$ cat src/rtl/mem_access_unit.sv
`default_nettype none
// ============================================================================
// Module   : mem_access_unit
// Brief    : Handshaked single-outstanding load/store unit. Issues aligned bus
//            requests with byte strobes, formats load data (extend, LWL/LWR).
//            Optional define MEM_ALIGN_CHECK_EN: misaligned LH/LHU/SH/LW/SW error.
// Revision : 1.0
// ============================================================================
module mem_access_unit #(
  parameter int DATA_W = 32,
  parameter int ADDR_W = 32,
  parameter int STRB_W = DATA_W / 8,
  parameter int OFS_W  = $clog2(STRB_W)
) (
  input  logic              clk,
  input  logic              rst,
  input  logic              req_valid,
  output logic              req_ready,
  input  logic [3:0]        req_op,
  input  logic [ADDR_W-1:0] req_addr,
  input  logic [31:0]       req_rt,
  input  logic [4:0]        req_rd,
  output logic              mem_req_valid,
  input  logic              mem_req_ready,
  output logic              mem_wen,
  output logic [ADDR_W-1:0] mem_addr,
  output logic [DATA_W-1:0] mem_wdata,
  output logic [STRB_W-1:0] mem_strb,
  input  logic              mem_rdata_valid,
  output logic              mem_rdata_ready,
  input  logic [DATA_W-1:0] mem_rdata,
  output logic              wb_valid,
  input  logic              wb_ready,
  output logic              wb_we,
  output logic [4:0]        wb_rd,
  output logic [31:0]       wb_data,
  output logic              wb_err
);

  localparam logic [3:0] OP_LB  = 4'd0,  OP_LH  = 4'd1,  OP_LW  = 4'd2,  OP_LBU = 4'd3;
  localparam logic [3:0] OP_LHU = 4'd4,  OP_LWL = 4'd5,  OP_LWR = 4'd6;
  localparam logic [3:0] OP_SB  = 4'd8,  OP_SH  = 4'd9,  OP_SW  = 4'd10;
  localparam logic [3:0] OP_SWL = 4'd11, OP_SWR = 4'd12;
  // Clears the in-word byte bits of a lane index; zero on a 32-bit bus.
  localparam logic [OFS_W-1:0] WORD_LANE_MASK = {OFS_W{1'b1}} << 2;

  typedef enum logic [1:0] {ST_IDLE = 2'd0, ST_REQ = 2'd1, ST_RESP = 2'd2, ST_WB = 2'd3} state_t;

  state_t              state_q, state_d;
  logic [3:0]          op_q, op_d;
  logic [ADDR_W-1:0]   addr_q, addr_d;
  logic [31:0]         rt_q, rt_d;
  logic [4:0]          rd_q, rd_d;
  logic [STRB_W-1:0]   strb_q, strb_d;
  logic [DATA_W-1:0]   wdata_q, wdata_d;
  logic [31:0]         wb_data_q, wb_data_d;
  logic                wb_we_q, wb_we_d;
  logic                wb_err_q, wb_err_d;

  logic [OFS_W-1:0]    in_lane, in_word;
  logic [1:0]          in_b;
  logic [3:0]          st_wstrb;
  logic [31:0]         st_wword;
  logic                in_illegal, in_misalign, in_err;

  always_comb begin
    in_lane  = req_addr[OFS_W-1:0];
    in_word  = in_lane & WORD_LANE_MASK;
    in_b     = req_addr[1:0];
    st_wstrb = 4'b0000;
    st_wword = 32'h0;
    case (req_op)
      OP_SB:  begin st_wstrb = 4'b0001 << in_b;           st_wword = {4{req_rt[7:0]}};  end
      OP_SH:  begin st_wstrb = 4'b0011 << {in_b[1], 1'b0}; st_wword = {2{req_rt[15:0]}}; end
      OP_SW:  begin st_wstrb = 4'b1111;                    st_wword = req_rt;            end
      OP_SWL: begin
        st_wstrb = 4'b1111 >> (2'd3 - in_b);
        st_wword = req_rt >> {2'd3 - in_b, 3'b000};
      end
      OP_SWR: begin
        st_wstrb = 4'b1111 << in_b;
        st_wword = req_rt << {in_b, 3'b000};
      end
      default: ;
    endcase
    in_illegal = (req_op == 4'd7) || (req_op >= 4'd13);
`ifdef MEM_ALIGN_CHECK_EN
    in_misalign = (((req_op == OP_LH) || (req_op == OP_LHU) || (req_op == OP_SH)) && req_addr[0]) ||
                  (((req_op == OP_LW) || (req_op == OP_SW)) && (req_addr[1:0] != 2'b00));
`else
    in_misalign = 1'b0;
`endif
    in_err = in_illegal || in_misalign;
  end

  logic [OFS_W-1:0]    ld_lane, ld_word, ld_half;
  logic [1:0]          ld_b;
  logic [7:0]          ld_byte;
  logic [15:0]         ld_hword;
  logic [31:0]         ld_m, ld_fmt;

  always_comb begin
    ld_lane  = addr_q[OFS_W-1:0];
    ld_word  = ld_lane & WORD_LANE_MASK;
    ld_half  = {ld_lane[OFS_W-1:1], 1'b0};
    ld_b     = addr_q[1:0];
    ld_byte  = 8'(mem_rdata >> {ld_lane, 3'b000});
    ld_hword = 16'(mem_rdata >> {ld_half, 3'b000});
    ld_m     = 32'(mem_rdata >> {ld_word, 3'b000});
    ld_fmt   = 32'h0;
    case (op_q)
      OP_LB:  ld_fmt = {{24{ld_byte[7]}}, ld_byte};
      OP_LBU: ld_fmt = {24'h0, ld_byte};
      OP_LH:  ld_fmt = {{16{ld_hword[15]}}, ld_hword};
      OP_LHU: ld_fmt = {16'h0, ld_hword};
      OP_LW:  ld_fmt = ld_m;
      OP_LWL: begin
        case (ld_b)
          2'd0:    ld_fmt = {ld_m[7:0],  rt_q[23:0]};
          2'd1:    ld_fmt = {ld_m[15:0], rt_q[15:0]};
          2'd2:    ld_fmt = {ld_m[23:0], rt_q[7:0]};
          default: ld_fmt = ld_m;
        endcase
      end
      OP_LWR: begin
        case (ld_b)
          2'd0:    ld_fmt = ld_m;
          2'd1:    ld_fmt = {rt_q[31:24], ld_m[31:8]};
          2'd2:    ld_fmt = {rt_q[31:16], ld_m[31:16]};
          default: ld_fmt = {rt_q[31:8],  ld_m[31:24]};
        endcase
      end
      default: ;
    endcase
  end

  always_comb begin
    state_d   = state_q;
    op_d      = op_q;
    addr_d    = addr_q;
    rt_d      = rt_q;
    rd_d      = rd_q;
    strb_d    = strb_q;
    wdata_d   = wdata_q;
    wb_data_d = wb_data_q;
    wb_we_d   = wb_we_q;
    wb_err_d  = wb_err_q;
    case (state_q)
      ST_IDLE: begin
        if (req_valid) begin
          op_d      = req_op;
          addr_d    = req_addr;
          rt_d      = req_rt;
          rd_d      = req_rd;
          wb_data_d = 32'h0;
          wb_we_d   = 1'b0;
          wb_err_d  = in_err;
          strb_d    = '0;
          wdata_d   = '0;
          if (in_err) begin
            state_d = ST_WB;
          end else begin
            state_d = ST_REQ;
            if (req_op[3]) begin
              strb_d  = STRB_W'(st_wstrb) << in_word;
              wdata_d = DATA_W'(st_wword) << {in_word, 3'b000};
            end else begin
              strb_d  = '1;
            end
          end
        end
      end
      ST_REQ: begin
        if (mem_req_ready) state_d = op_q[3] ? ST_WB : ST_RESP;
      end
      ST_RESP: begin
        if (mem_rdata_valid) begin
          wb_data_d = ld_fmt;
          wb_we_d   = 1'b1;
          state_d   = ST_WB;
        end
      end
      ST_WB: begin
        if (wb_ready) begin
          wb_we_d  = 1'b0;
          wb_err_d = 1'b0;
          state_d  = ST_IDLE;
        end
      end
      default: state_d = ST_IDLE;
    endcase
  end

  always_ff @(posedge clk) begin
    if (rst) begin
      state_q   <= ST_IDLE;
      op_q      <= 4'd0;
      addr_q    <= '0;
      rt_q      <= 32'h0;
      rd_q      <= 5'd0;
      strb_q    <= '0;
      wdata_q   <= '0;
      wb_data_q <= 32'h0;
      wb_we_q   <= 1'b0;
      wb_err_q  <= 1'b0;
    end else begin
      state_q   <= state_d;
      op_q      <= op_d;
      addr_q    <= addr_d;
      rt_q      <= rt_d;
      rd_q      <= rd_d;
      strb_q    <= strb_d;
      wdata_q   <= wdata_d;
      wb_data_q <= wb_data_d;
      wb_we_q   <= wb_we_d;
      wb_err_q  <= wb_err_d;
    end
  end

  assign req_ready       = (state_q == ST_IDLE);
  assign mem_req_valid   = (state_q == ST_REQ);
  assign mem_rdata_ready = (state_q == ST_RESP);
  assign wb_valid        = (state_q == ST_WB);
  assign mem_wen         = op_q[3];
  assign mem_addr        = {addr_q[ADDR_W-1:OFS_W], {OFS_W{1'b0}}};
  assign mem_wdata       = wdata_q;
  assign mem_strb        = strb_q;
  assign wb_we           = wb_we_q;
  assign wb_rd           = rd_q;
  assign wb_data         = wb_data_q;
  assign wb_err          = wb_err_q;

endmodule
`default_nettype wire
$ cat config.mk
export PLATFORM = sky130hd
export DESIGN_NAME = mem_access_unit
export DESIGN_NICKNAME = d
export VERILOG_FILES = /design/src/rtl/mem_access_unit.sv
export SDC_FILE = /design/constraint.sdc
export NUM_CORES = 1
export LEC_CHECK = 0
export ABC_CLOCK_PERIOD_IN_PS = 1600
export BUFFER_PORTS_ARGS = -buffer_cell sky130_fd_sc_hd__buf_2
export CORE_UTILIZATION = 40
export CTS_BUF_LIST = sky130_fd_sc_hd__clkbuf_8
export DETAILED_ROUTE_END_ITERATION = 10
export HOLD_SLACK_MARGIN = 0.08
export PLACE_DENSITY = 0.65
export SETUP_SLACK_MARGIN = 0.02
export SLEW_MARGIN = 20
export SYNTH_ARGS = -nofsm -noshare
export SYNTH_HDL_FRONTEND = slang
export SYNTH_SLANG_ARGS = --single-unit
$ cat constraint.sdc
create_clock -name clk -period 1.6 [get_ports clk]
set_input_delay 0 -clock clk [delete_from_list [all_inputs] [get_ports clk]]
set_output_delay 0 -clock clk [all_outputs]
set_load 0.1 [all_outputs]
* After elaboration in Yosys (flattened, before gate mapping)
Index checks and enable logic that the tools add are counted.
** Operators by class
- Magnitude comparators :: 1
- Reduce and logical (&&, ||, !) cells :: 12
- Equality and inequality tests :: 21
- Muxes and demuxes :: 25
- $add $sub $neg :: 1
- Shift operators :: 8
** Operators by type and width (number)
- $pmux 32 s7 :: 1
- $pmux 32 s3 :: 2
- $pmux 32 s5 :: 1
- $mux 32 :: 4
- $pmux 32 s2 :: 1
- $shl 32x5->32 :: 1
- $shr 32x5->16 :: 1
- $shr 32x5->32 :: 1
- $shr 32x5->8 :: 1
- $eq 4x4->1 const B :: 5
- $pmux 4 s5 :: 1
- $eq 4x3->1 const B :: 4
- $mux 2 :: 5
- $eq 4x2->1 const B :: 2
- $mux 4 :: 2
- $pmux 2 s4 :: 1
- $reduce_and 4->1 :: 2
- $eq 2x2->1 const B :: 3
- $reduce_and 3->1 :: 2
- $mux 1 :: 5
- $eq 2x1->1 const B :: 2
- $eq 4x1->1 const B :: 1
- $ge 4x4->1 const B :: 1
- $logic_not 2->1 :: 2
- other kinds (14) :: 17
** Word-level totals
- Input bits :: 111
- Register bits after elaboration :: 145
- Logic and storage cells :: 78
- Output and inout bits :: 112

* Longest topological paths before layout
- Word-level depth :: 5
- Gate-level depth with buffers :: 9
- Depth with buffers taken out :: 7

* Worst setup path after synthesis
No wires, ideal clock.
- Path kind :: register -> register
- From :: reg state_q[0]
- To :: reg wb_data_q[22] (netlist: wb_data[22])
- Stages on the path, launching flop included :: 9
- Library setup time :: 0.080 ns
- Setup slack :: -0.988 ns
- Arrival :: 2.508 ns
- Buffers on the path :: 2
- Data required time :: 1.520 ns
- Clock period less this slack :: 2.588 ns
- Cells stage by stage :: dfxtp_1 > inv_1 > ha_1 > nand2b_1 > o211ai_1 > buf_2 > buf_1 > a21oi_1 > a211oi_2
** On the way
- Longest elaborated chain between the ends :: 3
- Elaborated cells on any way between the ends :: 7
- Classes of those cells :: eq/ne: 3; mux: 1; reduce/logical: 3
** RTL lines
- from (decl) :: line 49 : state_t state_q, state_d;
- from (signal assigned) :: line 207 : state_q <= state_d;
- $logic_not 2->1 *
- via req_ready :: line 18 : output logic req_ready,
- $ne 2x2->1 (no line) / $reduce_bool 2->1 (equally long branches)
- $reduce_and 3->1 (no line)
- to (signal assigned) :: line 214 : wb_data_q <= wb_data_d;
- to (decl) :: line 56 : logic [31:0] wb_data_q, wb_data_d;
The timed path passes the listed nets; every way through them passes the cells marked *.
A chain may end at the register's enable or synchronous reset.

* Worst setup path in the final report
- From :: reg addr_q[1]
- To :: reg wb_data_q[10] (netlist: wb_data[10])
** On the way
- Longest elaborated chain between the ends :: 5
- Elaborated cells on any way between the ends :: 10
- Classes of those cells :: eq/ne: 2; shift: 2; mux: 5; reduce/logical: 1
** RTL lines
- from (decl) :: line 51 : logic [ADDR_W-1:0] addr_q, addr_d;
- from (signal assigned) :: line 209 : addr_q <= addr_d;
- branches (longest 2 deep; another with $shr 32x5->16)
- $pmux 32 s7 * :: line 111 : case (op_q)
- $mux 32 * :: line 177 : if (mem_rdata_valid) begin
- $pmux 32 s2 * :: line 148 : case (state_q)
Mark *: on every way between the ends. The select of a mux whose other input is x is not followed.

==> results.sh <==
export IMPL_layout_nets=1634
export IMPL_grt_pass1_vias=9561
export IMPL_die_h_um=151
export IMPL_min_period_ns=1.76
export IMPL_die_area_mm2=0.0228
export IMPL_yosysWarningCount=0
export IMPL_pwr_density_cell_mw_per_mm2=1280
export IMPL_cts_tree="done"
export IMPL_nFillCells=1769
export IMPL_antenna_found_initial=0
export IMPL_maxCapViolCount=0
export IMPL_dp_slack_ns=-0.246
export IMPL_setup_tns_final_ns=-4.73
export IMPL_synthToLayoutAreaGrowth_pct=58.0
export IMPL_grt_pass1_wl_mm=52.8
export IMPL_wl_per_cell_um=21.1
export IMPL_yosys_most_used_dff="dfxtp_1"
export IMPL_synth_area_per_cell_um2=7.68
export IMPL_hold_path_end="wb_data[1]$_SDFFE_PP0P_"
export IMPL_comb_power_share_pct=58.7
export IMPL_dp_hpwl_mm=23.7
export IMPL_grt_ovfl_total=0
export IMPL_cts_clk_slew_worst_paths_ns=0.09
export IMPL_timing_worst_setup_path_type="reg -> reg"
export IMPL_grt_start_max_net_pins=42
export IMPL_post_route_period_util_pct=110
export IMPL_vias=10700
export IMPL_routabilityCongestion=0.945
export IMPL_arrival_ns=2.10
export IMPL_synth_cell_types=63
export IMPL_p_switching_mw=8.61
export IMPL_peakVddDrop_uv=836
export IMPL_wirelength_mm=38.3
export IMPL_cp_slowest_cell="dfxtp_4"
export IMPL_cts_max_path_buffers=2
export IMPL_max_freq_mhz=567
export IMPL_clock_latency_ns=0.46
export IMPL_cp_start_kind="flip-flop"
export IMPL_synth_cells=1158
export IMPL_clock_sinks=145
export IMPL_cp_slowest_stage_delay_ns=0.41
export IMPL_finalWorstSetupSlack_ns=-0.163
export IMPL_finalMaxSlewViolations=0
export IMPL_hold_path_class="in -> reg"
export IMPL_hp_start="mem_rdata[1]"
export IMPL_rsz0062_at_grt="yes"
export IMPL_post_route_drc_count=0
export IMPL_die_w_um=151
export IMPL_root_buffer="clkbuf_8"
export IMPL_r2r_end="wb_data[10]$_SDFFE_PP0P_"
export IMPL_crit_chain="buf_12 -> nor3_4 -> a21o_2 -> a222oi_1 -> nor2_1 -> a221o_1"
export IMPL_rr_startpoint="addr_q[1]$_SDFFE_PP0P_"
export IMPL_reg2regPathDepth=6
export IMPL_fin_util_pct=64.4
export IMPL_ys_seq_area_share_pct=32.6
export IMPL_ys_ff_latch=145
export IMPL_drtPass1Iterations=6
export IMPL_hold_violations=0
export IMPL_port_buffers=220
export IMPL_drive_gt1_share_pct=44.4
export IMPL_core_mm2=0.0218
export IMPL_synth_area_mm2=0.00889
export IMPL_row_count=54
export IMPL_path_max_fanout=30
export IMPL_dp_cells=1653
export IMPL_total_power_mw=18.1
export IMPL_yosysMostFrequentCell="nand2_1"
export IMPL_clock_skew_ns=0.0192
export IMPL_pwr_share_clk_pct=16.6
export IMPL_power_share_sequential_pct=24.7
export IMPL_crit_required_ns=1.93
export IMPL_p_int_mw=9.44
export IMPL_endpoint_kind="flip-flop"
export IMPL_switching_share_pct=47.7
export IMPL_synth_top_area_cell="dfxtp_1"
export IMPL_grtUsageTotal_pct=30.1
export IMPL_finalSetupViolations=98
export IMPL_antenna_diode_count=0
export IMPL_slew_headroom_pct=53.9
export IMPL_reg2reg_slack_ns=-0.16
export IMPL_async_flop_share_pct=0
export IMPL_whs_path_depth=5
export IMPL_worst_pin_slew_ns=0.690
export IMPL_ys_top_cells_by_count="nand2_1, a21oi_1, dfxtp_1"
export IMPL_cellLeakagePower_nw=5.95
export IMPL_synth_edf_count=0
export IMPL_viasPerCell=5.92
export IMPL_start_util_pct=40.8
export IMPL_antenna_left=0
export IMPL_ios=223
export IMPL_violations="setup timing"
export IMPL_synth_area_leaders="dfxtp_1, nand2_1, mux2i_1"
export IMPL_outcome="complete, but fails checks"
export IMPL_cts_buffers_inserted=17
export IMPL_cts_max_level=4
export IMPL_synth_top_cell_area_share_pct=32.6
export IMPL_dr_first_iter_drc_count=1124
export IMPL_layoutNonFillerInstCount=1812
[power by group through the flow]
stage                     combinational, mW  clock (mW)  sequential (mW)
after floorplan                        4.77           0             5.27
after CTS                              8.67        2.98             4.41
after global routing                   11.1        3.18             4.50
final                                  10.6        3.00             4.46
after detailed placement               7.55           0             4.48
after global placement                 7.48           0             4.47
[flip-flops by register name, summed over array words and instances, names as in the netlist]
register,cells
mem_strb,4
wb_err,1
addr_q,32
wb_data,32
rt_q,32
wb_we,1
wb_rd,5
op_q,4
state_q,2
mem_wdata,32
[how the worst max path moves through the flow]
stage | from | end | slack, ns
detailed placement | state_q[1]$_SDFFE_PP0P_ | wb_data[10]$_SDFFE_PP0P_ | -0.25
finish | addr_q[1]$_SDFFE_PP0P_ | wb_data[10]$_SDFFE_PP0P_ | -0.16
global route | addr_q[1]$_SDFFE_PP0P_ | wb_data[20]$_SDFFE_PP0P_ | -0.26
global placement | state_q[1]$_SDFFE_PP0P_ | wb_data[14]$_SDFFE_PP0P_ | -0.24
floorplan | state_q[1]$_SDFFE_PP0P_ | mem_wdata[5]$_SDFFE_PP0P_ | -0.25
CTS | addr_q[1]$_SDFFE_PP0P_ | wb_data[20]$_SDFFE_PP0P_ | -0.16
[layout make-up]
class	instances	area (um^2)	share of cell area, %
inverter	15	61.3	0.436
sequential	145	2920	20.8
timing repair buffer	474	3830	27.3
tap	280	350	2.49
clock inverter	13	126	0.899
clock buffer	19	262	1.86
multi-input combinational	866	6500	46.2
[kinds of logic (layout without fill, tap and decap cells)]
| kind of cell | Yosys count | in the layout | share of synthesized area (%) |
|---|---|---|---|
| and+or+nand+nor | 344 | 344 | 16.6 |
| xor gates and xnor gates | 3 | 3 | 0.295 |
| AOI/OAI and AO/OA | 400 | 400 | 28.4 |
| muxes | 112 | 112 | 13.0 |
| buffers and inverters | 148 | 521 | 8.38 |
| DFF | 145 | 145 | 32.6 |
| other | 1 | 2 | 0.0422 |
| adders and majority gates | 5 | 5 | 0.675 |
[metrics by stage]
stage	hold WS [ns]	area [um^2]
floorplan	0.136	9090
global placement	0.240	10900
detailed placement	0.245	10900
CTS	0.0980	12700
global route	0.113	14100
finish	0.116	14100
[metal layers]
| metal | GRT usage [%] | wire length [um] | share of wire (%) |
|---|---|---|---|
| met4 | 11.6 | 1500 | 3.9 |
| met2 | 48.7 | 17900 | 47 |
| met1 | 40.2 | 15600 | 41 |
| met3 | 4.37 | 3340 | 8.7 |
| met5 | 0 | 0 | 0 |
[placed cells by master (no fill, tap or decap), types with 16 or more instances in the layout]
cell	netlist	final
buf_2	35	215
nand2_1	226	140
dfxtp_1	145	137
buf_4	37	107
dlygate4sd3_1	0	99
mux2i_1	84	78
a21oi_2	0	77
a21oi_1	153	75
nand2_4	0	61
nor2_1	55	52
o21ai_0	72	41
o21ai_1	10	26
nand2_2	0	25
a211oi_1	24	22
a222oi_1	21	21
o22ai_1	21	21
mux2_2	27	20
clkbuf_8	0	19
a22oi_1	22	16
buf_12	0	16
[critical path, delay by kind of cell, from the launching register on]
family	cells	cell delay [ns]
DFF	1	0.41
AOI/OAI and AO/OA	3	0.89
and+or+nand+nor	2	0.13
buffers and inverters	1	0.21
[what timing repair did]
action                     in CTS  in global routing
setup endpoints to repair     134                139
hold endpoints to repair      122                  0
buffers inserted               10                  4
cloned                          4                 14
hold buffers                   99                  0
pin swaps                      12                 97
gates resized for setup        85                275
(Power assumes the default switching activity.)
